## src/rtl/wb_arb_pkg.sv

```systemverilog
// Shared types and constants for the two-master Wishbone memory arbiter.
//   arb_state_e : arbiter FSM states (IDLE, BUSY_M0, BUSY_M1)
//   grant_e     : identity of the most recently served master (round-robin pointer)
//   WDG_W       : watchdog counter width, wide enough for the largest TIMEOUT (1024)
package wb_arb_pkg;

  typedef enum logic [1:0] {
    ST_IDLE    = 2'd0,
    ST_BUSY_M0 = 2'd1,
    ST_BUSY_M1 = 2'd2
  } arb_state_e;

  typedef enum logic {
    GNT_M0 = 1'b0,
    GNT_M1 = 1'b1
  } grant_e;

  localparam int unsigned WDG_W = $clog2(1024) + 1;

endpackage

```

## src/rtl/wb_arb_watchdog.sv

```systemverilog
// Watchdog for a single slave transfer.
// Ports:
//   clk, rst_n  : clock, asynchronous active-low reset
//   clear_i     : hold the count at zero (asserted while no transfer is in flight)
//   enable_i    : count one more cycle spent waiting for the slave
//   expired_o   : high in the waiting cycle whose count equals TIMEOUT-1
module wb_arb_watchdog
  import wb_arb_pkg::*;
#(
  parameter int unsigned TIMEOUT = 64
) (
  input  logic clk,
  input  logic rst_n,
  input  logic clear_i,
  input  logic enable_i,
  output logic expired_o
);

  localparam logic [WDG_W-1:0] LIMIT = WDG_W'(TIMEOUT - 1);

  logic [WDG_W-1:0] cnt_q, cnt_d;

  always_comb begin
    cnt_d = cnt_q;
    if (clear_i) begin
      cnt_d = '0;
    end else if (enable_i) begin
      cnt_d = cnt_q + 1'b1;
    end
  end

  always_ff @(posedge clk or negedge rst_n) begin
    if (!rst_n) begin
      cnt_q <= '0;
    end else begin
      cnt_q <= cnt_d;
    end
  end

  // Only meaningful while waiting; the owner leaves BUSY in this cycle,
  // so the counter never runs past LIMIT.
  assign expired_o = enable_i & (cnt_q == LIMIT);

endmodule

```

## src/rtl/wb_mem_arbiter.sv

```systemverilog
// Two-master Wishbone arbiter in front of a single memory controller.
// Master 0 is instruction fetch, master 1 is data access. Contention is
// resolved round-robin; a watchdog aborts transfers the slave never acks.
// Ports:
//   clk, rst_n                         : clock, asynchronous active-low reset
//   mN_cyc_i/stb_i/we_i/addr_i/data_i  : master N request
//   mN_ack_o, mN_err_o                 : master N acknowledge / timeout error
//   m_data_o                           : slave read data broadcast to both masters
//   s_cyc_o/stb_o/we_o/addr_o/data_o   : slave request
//   s_data_i, s_ack_i                  : slave read data / acknowledge
//
// Handshake: a master requests with cyc&stb and must hold its request until
// it sees ack or err (or it abandons the cycle by dropping cyc). The slave
// request is held until s_ack_i; a transfer ends on the edge after ack/err,
// and the arbiter always spends at least one IDLE cycle between transfers.
module wb_mem_arbiter
  import wb_arb_pkg::*;
#(
  parameter int unsigned TIMEOUT = 64
) (
  input  logic        clk,
  input  logic        rst_n,
  input  logic        m0_cyc_i,
  input  logic        m0_stb_i,
  input  logic        m0_we_i,
  input  logic [31:0] m0_addr_i,
  input  logic [31:0] m0_data_i,
  output logic        m0_ack_o,
  output logic        m0_err_o,
  input  logic        m1_cyc_i,
  input  logic        m1_stb_i,
  input  logic        m1_we_i,
  input  logic [31:0] m1_addr_i,
  input  logic [31:0] m1_data_i,
  output logic        m1_ack_o,
  output logic        m1_err_o,
  output logic [31:0] m_data_o,
  output logic        s_cyc_o,
  output logic        s_stb_o,
  output logic        s_we_o,
  output logic [31:0] s_addr_o,
  output logic [31:0] s_data_o,
  input  logic [31:0] s_data_i,
  input  logic        s_ack_i
);

  arb_state_e state_q, state_d;
  grant_e     last_q, last_d;

  logic req0, req1;
  logic busy0, busy1, busy;
  logic wdg_expired;

  assign req0 = m0_cyc_i & m0_stb_i;
  assign req1 = m1_cyc_i & m1_stb_i;

  // Gating with rst_n makes the slave cycle drop in the same instant reset
  // asserts, independent of how the flops' async clear is implemented.
  assign busy0 = rst_n & (state_q == ST_BUSY_M0);
  assign busy1 = rst_n & (state_q == ST_BUSY_M1);
  assign busy  = busy0 | busy1;

  wb_arb_watchdog #(
    .TIMEOUT (TIMEOUT)
  ) u_watchdog (
    .clk       (clk),
    .rst_n     (rst_n),
    .clear_i   (~busy),
    .enable_i  (busy & ~s_ack_i),
    .expired_o (wdg_expired)
  );

  // Priority while busy: abandoned cycle, then ack, then timeout.
  // Ack beats timeout because the watchdog is disabled whenever s_ack_i is high.
  always_comb begin
    state_d = state_q;
    last_d  = last_q;
    unique case (state_q)
      ST_IDLE: begin
        if (req0 && req1) begin
          state_d = (last_q == GNT_M0) ? ST_BUSY_M1 : ST_BUSY_M0;
        end else if (req0) begin
          state_d = ST_BUSY_M0;
        end else if (req1) begin
          state_d = ST_BUSY_M1;
        end
      end
      ST_BUSY_M0: begin
        if (!m0_cyc_i) begin
          state_d = ST_IDLE;
        end else if (s_ack_i || wdg_expired) begin
          state_d = ST_IDLE;
          last_d  = GNT_M0;
        end
      end
      ST_BUSY_M1: begin
        if (!m1_cyc_i) begin
          state_d = ST_IDLE;
        end else if (s_ack_i || wdg_expired) begin
          state_d = ST_IDLE;
          last_d  = GNT_M1;
        end
      end
      default: state_d = ST_IDLE;
    endcase
  end

  // Reset leaves M1 as the last grant so M0 wins the first contention.
  always_ff @(posedge clk or negedge rst_n) begin
    if (!rst_n) begin
      state_q <= ST_IDLE;
      last_q  <= GNT_M1;
    end else begin
      state_q <= state_d;
      last_q  <= last_d;
    end
  end

  always_comb begin
    s_cyc_o  = busy;
    s_stb_o  = busy;
    s_we_o   = 1'b0;
    s_addr_o = '0;
    s_data_o = '0;
    if (busy0) begin
      s_we_o   = m0_we_i;
      s_addr_o = m0_addr_i;
      s_data_o = m0_data_i;
    end else if (busy1) begin
      s_we_o   = m1_we_i;
      s_addr_o = m1_addr_i;
      s_data_o = m1_data_i;
    end
  end

  assign m0_ack_o = busy0 & s_ack_i;
  assign m1_ack_o = busy1 & s_ack_i;
  // An abandoned cycle gets no error even if it coincides with the timeout.
  assign m0_err_o = busy0 & m0_cyc_i & wdg_expired;
  assign m1_err_o = busy1 & m1_cyc_i & wdg_expired;

  assign m_data_o = s_data_i;

endmodule

```

## config.mk

```make
export PLATFORM = sky130hd
export DESIGN_NAME = wb_mem_arbiter
export DESIGN_NICKNAME = d
export VERILOG_FILES = /design/src/rtl/wb_arb_pkg.sv /design/src/rtl/wb_arb_watchdog.sv /design/src/rtl/wb_mem_arbiter.sv
export SDC_FILE = /design/constraint.sdc
export NUM_CORES = 1
export LEC_CHECK = 0
export BUFFER_PORTS_ARGS = -buffer_cell sky130_fd_sc_hd__clkbuf_2
export CORE_AREA = 2 2 107 109
export DETAILED_ROUTE_END_ITERATION = 8
export DIE_AREA = 0 0 109 111
export GPL_TIMING_DRIVEN = 0
export PLACE_DENSITY = 0.55
export SYNTH_ARGS = -nofsm -noshare
export SYNTH_HDL_FRONTEND = slang
export SYNTH_SLANG_ARGS = --single-unit
```

## constraint.sdc

```tcl
create_clock -name clk -period 3.23 [get_ports clk]
set_clock_uncertainty 0.15 [all_clocks]
set_input_delay 0.4845 -clock clk [delete_from_list [all_inputs] [get_ports clk]]
set_output_delay 0.4845 -clock clk [all_outputs]
set_load 0.05 [all_outputs]
```

* After elaboration in Yosys (flattened, before gate mapping)
Index checks and enable logic that the tools add are counted.
Storage, ports and cells: register bits 14, bits in latches 0, RAM bits 0, memory bits (read-only) 0, bits of input ports 169, output and inout port bits 103, logic and storage cells 53, memories kept 0
Operators by class: add/sub/neg operators 1, multiply operators 0, div/mod/pow operators 0, $lt $le $gt $ge 0, eq/ne operators 9, shift-type cells 0, mux-type cells 21, bitwise gates (word level) 14, reductions and logical operators 5
Operators with widths (count):
- 2-to-1 mux 32 bit | 4
- 2-to-1 mux 11 bit | 2
- 2-to-1 mux 2 bit | 7
- bitwise AND 1 bit | 12
- adder 11 x 1 -> 11 bit (second input constant) | 1
- == test 11 x 6 -> 1 bit (second input constant) | 1
- 2-to-1 mux 1 bit | 6
- inequality test 2 x 1 -> 1 bit (second input constant) | 3
- case mux 2 bit (3 select lines) | 1
- AND reduction 5 bit | 1
- inequality test 2 bit (second input constant) | 2
- inequality test 4 bit (second input constant) | 1
- == test 2 x 1 -> 1 bit (second input constant) | 1
- == test 2 bit (second input constant) | 1
- zero test 2 bit | 1
- case mux 1 bit (2 select lines) | 1
- nonzero test 2 bit | 1
- logical AND 1 bit | 1
- logical OR 1 bit | 1
- inverter 1 bit | 1
- OR 1 bit | 1

* Longest topological paths before layout
Gate-level depths: netlist of run 1.
depth after elaboration 9, mapped depth 6, depth with buffers taken out 5

* By module
Synthesis of run 1 repeated with hierarchy kept, for this count alone.
Unflattened totals: cell total of the unflattened synthesis 200, area total of the unflattened synthesis 1717.9 sq um
Modules (own cells, without submodules):
- wb_mem_arbiter | times used 1, cells an instance 143, area each 1152.4 sq um, sequential area each 76.3 sq um
- wb_arb_watchdog | times used 1, cells an instance 57, area each 565.5 sq um, sequential area each 275.3 sq um

* Least setup slack after synthesis of run 1
OpenSTA, ideal clock, no wires.
kind input port to output port, start point input s_ack_i, end point output m0_err_o, data arrival time 1.725 ns, slack 0.871 ns, stages 6, cells stage by stage buf_6 nand4b_4 or2_1 buf_6 nor2_1 and3_1
On the way: word-level cells in the longest chain between the ends 4
Ends and longest elaborated chain:
- start: declaration | RTL line wb_mem_arbiter.sv:44 | input logic s_ack_i
- inverter 1 bit | RTL line wb_mem_arbiter.sv:69 | .enable_i (busy & ~s_ack_i),
- bitwise AND 1 bit | RTL line wb_mem_arbiter.sv:69
- bitwise AND 1 bit | RTL line wb_arb_watchdog.sv:42 | assign expired_o = enable_i & (cnt_q == LIMIT);
- bitwise AND 1 bit | RTL line wb_mem_arbiter.sv:139 | assign m0_err_o = busy0 & m0_cyc_i & wdg_expired;
- end: declaration | RTL line wb_mem_arbiter.sv:29 | output logic m0_err_o,
Every way passes these cells.

* Final worst setup path of run 1
start point input rst_n, end point output s_addr_o[22]
On the way: word-level cells in the longest chain between the ends 3, elaborated cells on any way between the ends 4
Ends and longest elaborated chain:
- start: declaration | RTL line wb_mem_arbiter.sv:22 | input logic rst_n,
- bitwise AND 1 bit | RTL line wb_mem_arbiter.sv:60 | assign busy1 = rst_n & (state_q == ST_BUSY_M1);
- 2-to-1 mux 32 bit | RTL line wb_mem_arbiter.sv:129 | end else if (busy1) begin
- 2-to-1 mux 32 bit (*) | RTL line wb_mem_arbiter.sv:125 | if (busy0) begin
- end: declaration | RTL line wb_mem_arbiter.sv:41 | output logic [31:0] s_addr_o,
Mark *: on every way between the ends. The rest lies on a longest branch, timed or not.

==> reports/results.ini, run 1 <==
[placed_design]
gp_congestion=0.791
dpl_cell_area_sq_mm=0.00309
post-place-ws_ps=-56.0
hpwl_microns=7230
io_buffers=238
place_inst=580

[timing]
setup_tns_ps=0
slew_headroom_pct=69.0
rsz0062_at_grt=no
finalHoldViolCount=0
tightest_slew_ps=466
final-setup-viol-count=0
period_minus_slack_ps=2990
slew_violations=0
setup_ws_ps=236
max_clock_freq_mhz=334
fin_crit_sh_pct=92.7

[cells_and_area]
drive_above_1_share_pct=66.7
antenna_cells=0
final-seq-area_sq_um=352
nNetsFinal=612
syn_to_final_growth_pct=85.3
nFillCells=1198
multi_input_area_sq_mm=0.00102
final_util_pct=28.7
postLayoutCellArea_sq_mm=0.00318
finalNonFillerCells=584

[setup_path]
cp.arrival_ps=2360
startpoint_type=input port
cp_max_fo=18
cp_slowest_stage_delay_ps=430
cp_slowest_cell=nor3b_2
crit_type=in2out
crit_path_end_kind=primary output
timing.critical_path.buf_inv=4
cp.required_ps=2600
cp_cell_sequence=clkbuf_2 > nor3b_2 > buf_2 > buf_2 > a22o_1 > clkbuf_2
cp_top_family=buffers and inverters

[detailed_routing]
drc=0
dr_total_vias=2474
wl_microns=8250
wl_per_cell_microns=14.1
drtIter0Drc=81
drtAntennaViolNets=0
via_per_inst=4.24
firstDrtPassIters=4

[cts]
h-tree-depth=1
cts_resized=2
hold_buffers=0
worstSkewPairLatency_ps=240
cts_tree=done
cts_setup_buffers=0
clock-sinks=14
cts_buffers=3
path_clk_slew_ps=50
cts_root_buf=clkbuf_16
clock_path_buffers=2

[grt]
grt_max_degree=19
grt_pass1_wl_microns=11700
grt_util_met2_pct=23.5
overflow=0
grt_pass1_vias=2335
grt_util_met3_pct=1.76
top_usage_layer=met2
antenna_found_initial=0
grt_usage_pct=12.3
met1_usage_pct=14.4

[floorplan]
die_height_microns=111
core_area_sq_mm=0.0111
die-area_sq_mm=0.0121
row_count=39
start_util_pct=15.5
die_w_microns=109
pin_count=272

[yosys]
syn_nets=369
ys_types=34
avgSynthCellArea_sq_um=8.63
yosys_warnings=0
ys_seq_area_share_pct=20.5
ys.flop_type=dfrtp_1
synthesis.area_sq_mm=0.00172
synth-edff-count=0
ys_ff_latch=14
synth_cells=199
async_flop_share_pct=100

[status]
outcome=complete, no violations

[power]
vdd_drop_max_mv=0.152
p_leak_uw=0.00188
powerDensity_mw_per_mm2=315

[min_path]
hold_class=in2async

[run]
maxCapViolations=0

path summary, 6_finish.rpt:
check / start / endpoint / slack [ps] / cells past startpoint
max: rst_n / s_addr_o[22] / 240 / 6
min: rst_n / u_watchdog.cnt_q[4] / 30 / 1
max reg2reg: u_watchdog.cnt_q[0] / last_q / 1390 / 6
min reg2reg: u_watchdog.cnt_q[10] / u_watchdog.cnt_q[10] / 400 / 2
max in group asynchronous: rst_n / last_q / 2560 / 1
min in group clk: m1_stb_i / state_q[1] / 370 / 3
worst register-to-register path, cell delays in order (launching register included):
cell	delay, ps
dfrtp_1	410
ha_1	220
nand2_1	100
or2_1	220
buf_6	130
o211a_1	210
a311o_1	310
cells in the mapped netlist (5+ instances only):
master / instances / area [sq um]
a22o_1: 65 / 569
buf_4: 33 / 248
dfrtp_1: 13 / 325
nor2_1: 12 / 45.0
clkbuf_1: 9 / 33.8
nand2_1: 8 / 30.0
buf_2: 7 / 35.0
xnor2_1: 5 / 43.8
xor2_1: 5 / 43.8
sequential cells by signal, indices dropped and copies added (netlist names):
signal            flops
state_q               2
u_watchdog.cnt_q     11
last_q                1
through the flow:
stage          total power [uW]  hold slack, ps
6_report                   1000            27.7
5_1_grt                    1050            50.4
4_1_cts                    1010            42.3
3_5_place_dp                750             301
3_3_place_gp                747             300
2_1_floorplan               571            38.9
final cells by class:
type	instances	share of cell area, %
flip-flops and latches	14	11.0
clock buffers	4	2.79
inverters	3	0.354
multi-input cells	131	32.0
well taps	143	5.62
repair buffers	238	37.4
plain buffers	51	10.7
metal layers:
metal	routed length (microns)	share of wire, %
met1	3230	39
met2	4250	51
met3	729	8.8
met4	49	0.59
met5	0	0
cells in the final DEF (no fill, tap or decap):
cell	netlist	layout
a21boi_0	3	3
a21oi_1	1	1
a22o_1	65	65
a311o_1	1	1
and2_2	2	2
and2b_2	2	2
and3_1	3	3
buf_2	7	7
buf_4	33	33
buf_6	2	2
clkbuf_1	9	8
clkbuf_16	0	3
clkbuf_2	0	239
clkbuf_8	0	1
dfrtp_1	13	13
dfstp_2	1	1
ha_1	1	1
inv_1	3	3
mux2i_1	1	1
nand2_1	8	8
nand3_1	3	3
nand3b_1	1	1
nand4_4	1	1
nand4b_4	1	1
nor2_1	12	12
nor2b_1	2	2
nor3_1	3	3
nor3b_2	0	1
nor4_1	2	2
o211a_1	1	1
o211ai_1	3	3
o21ai_0	1	1
o21ai_1	1	1
or2_1	1	1
or3_2	1	1
xnor2_1	5	5
xor2_1	5	5
cells by family after synthesis:
family,count (synthesis),share of synthesized area [%]
AO/OA/AOI/OAI,76,37.8
AND/OR/NAND/NOR,43,14.9
multiplexers,1,0.583
adder cells (fa/ha/maj),1,0.729
buffers and inverters,54,20.4
XOR/XNOR,10,5.10
flip-flops,14,20.5
power by group:
part | switching, uW | total, uW | internal [uW]
Clock | 71.2 | 259 | 187
Combinational | 376 | 557 | 181
Sequential | 6.14 | 187 | 181
Total | 454 | 1000 | 549
No activity file was read; power rests on OpenSTA's default activity.
==> run 2: changes to the inputs <==
Settings changed: CORE_AREA 2 2 107 109 to 4 4 103 105, DIE_AREA 0 0 109 111 to 0 0 107 109, PLACE_DENSITY 0.55 to 0.59.
Clock period 3.23 ns to 3.33 ns, I/O delays scaled along.
==> reports/results.ini, run 2 (synthesis results as in run 1) <==
[cells_and_area]
nNetsFinal=612  ; unchanged
multi_input_area_sq_mm=0.00102  ; unchanged
layout_common_cells=clkbuf_2 (239), a22o_1 (65), buf_4 (33), dfrtp_1 (13), nor2_1 (12)
drive_above_1_share_pct=66.4  ; -0.23 points
final_common_cell=clkbuf_2
antenna_cells=0  ; unchanged
top_register=u_watchdog.cnt_q
reg.largest.list=u_watchdog.cnt_q: 11 flops, state_q: 2 flops, last_q: 1 flops
nFillCells=1066  ; -11%
final-seq-area_sq_um=352  ; unchanged
largest_reg_flops=11  ; unchanged
syn_to_final_growth_pct=82.1

[cts]
h-tree-depth=1  ; unchanged
clock_path_buffers=2  ; unchanged
path_clk_slew_ps=60  ; about the same
clock-sinks=14  ; unchanged
cts_root_buf=clkbuf_8
cts_tree=done
worstSkewPairLatency_ps=250  ; about the same
hold_buffers=0  ; unchanged
cts_buffers=3  ; unchanged

[detailed_routing]
firstDrtPassIters=4  ; unchanged
dr_total_vias=2467  ; -0.28%
drc=0  ; unchanged
wl_per_cell_microns=14.3  ; +1.3%
via_per_inst=4.30  ; +1.5%
drtAntennaViolNets=0  ; unchanged
wl_microns=8220  ; -0.45%
drtIter0Drc=92  ; +14%

[floorplan]
start_util_pct=17.8  ; +2.3 points
pin_count=272  ; unchanged
die-area_sq_mm=0.0117  ; -3.6%
core_area_sq_mm=0.00964  ; -13%
row_count=36  ; -7.7%
die_w_microns=107  ; -1.8%
die_height_microns=109  ; -1.8%

[setup_path]
cp_cell_sequence=clkbuf_2 > nor3b_2 > buf_2 > buf_2 > a22o_1 > clkbuf_2
cp.required_ps=2680  ; +80 ps
timing.critical_path.buf_inv=4  ; unchanged
cp.arrival_ps=2310  ; -50 ps
crit_type=in2out
reg2reg_depth=6  ; unchanged
cp_slowest_stage_delay_ps=360  ; -70 ps
cp_max_fo=18  ; unchanged
regToRegSetupSlack_ps=1500  ; +110 ps
cp_slowest_cell=clkbuf_2
startpoint_type=input port
cp_top_family=buffers and inverters
crit_path_end_kind=primary output
r2r-end=last_q
reg2reg_from=u_watchdog.cnt_q[0]

[timing]
period_minus_slack_ps=2960
finalHoldViolCount=0  ; unchanged
setup_ws_ps=371  ; +134 ps
setup_tns_ps=0  ; unchanged
tightest_slew_ps=454  ; -11.3 ps
max_clock_freq_mhz=338
slew_headroom_pct=69.7  ; +0.75 points
fin_crit_sh_pct=88.9
rsz0062_at_grt=no
final-setup-viol-count=0  ; unchanged
slew_violations=0  ; unchanged

[power]
combPwrFrac_pct=62.2  ; +6.7 points
p_leak_uw=0.00186  ; -1.1%
powerDensity_mw_per_mm2=276  ; -12%
p_switching_uw=429  ; -5.5%
power.internal_uw=435  ; -21%
seq_power_share_pct=21.0  ; +2.3 points
p_clk_share_pct=16.9  ; -8.9 points
vdd_drop_max_mv=0.132  ; -13%
switching_share_pct=49.6  ; +4.4 points

[grt]
overflow=0  ; unchanged
grt_pass1_wl_microns=11300  ; -3.3%
grt_max_degree=19  ; unchanged
grt_usage_pct=11.9  ; -0.47 points
antenna_found_initial=0  ; unchanged
grt_pass1_vias=2302  ; -1.4%

[placed_design]
io_buffers=238  ; unchanged
hpwl_microns=7270  ; +0.59%
post-place-ws_ps=98.2  ; +154 ps
gp_congestion=0.760  ; -3.9%

[status]
outcome=complete, no violations

[run]
maxCapViolations=0  ; unchanged

[min_path]
hold_class=in2async

## run 2: timing repair
item,4_1_cts,5_1_grt
gates resized for setup,0,3
endpoints found under the setup margin,0,32
buffers inserted,0,0
## run 2: area by class of cell
type	instances	share of cell area, %
inverter	3	0.360
tap	133	5.32
buffer	51	10.9
multi-input combinational	131	32.6
clock buffer	4	1.44
timing repair buffer	238	38.1
sequential	14	11.2
## run 2: worst max-delay path by stage
stage	cells past startpoint	endpoint	startpoint	slack, ps
2_1_floorplan	6	m0_err_o	s_ack_i	940
3_3_place_gp	7	s_addr_o[24]	rst_n	80
3_5_place_dp	7	s_addr_o[8]	rst_n	100
4_1_cts	7	s_addr_o[8]	rst_n	80
5_1_grt	6	s_addr_o[24]	rst_n	120
6_report	6	s_addr_o[24]	rst_n	370
## run 2: routing by layer
metal	up-vias	part of all wire, %	global-route usage, %
met5	-	0	0
met4	0	0.69	2.47
met3	5	10	2.72
met2	151	52	21.8
met1	1110	38	14.1
li1	1201	-	-
## run 2: power groups by stage
stage | Sequential, uW | Clock, uW | Combinational [uW]
final | 181 | 146 | 537
after CTS | 181 | 149 | 542
after global placement | 184 | 0 | 538
after global routing | 182 | 158 | 569
after floorplan | 182 | 0 | 372
after detailed placement | 184 | 0 | 540
## run 2: stage by stage
stage	utilization, %	std cells	power, uW	hold WS, ps	cell area, sq um
after floorplan	-	199	554	53.9	1720
after global placement	31.9	570	722	312	3070
after detailed placement	31.9	570	724	311	3070
after CTS	32.4	574	871	46.5	3120
after global routing	32.4	574	909	68.3	3130
final	32.4	574	864	31.3	3130
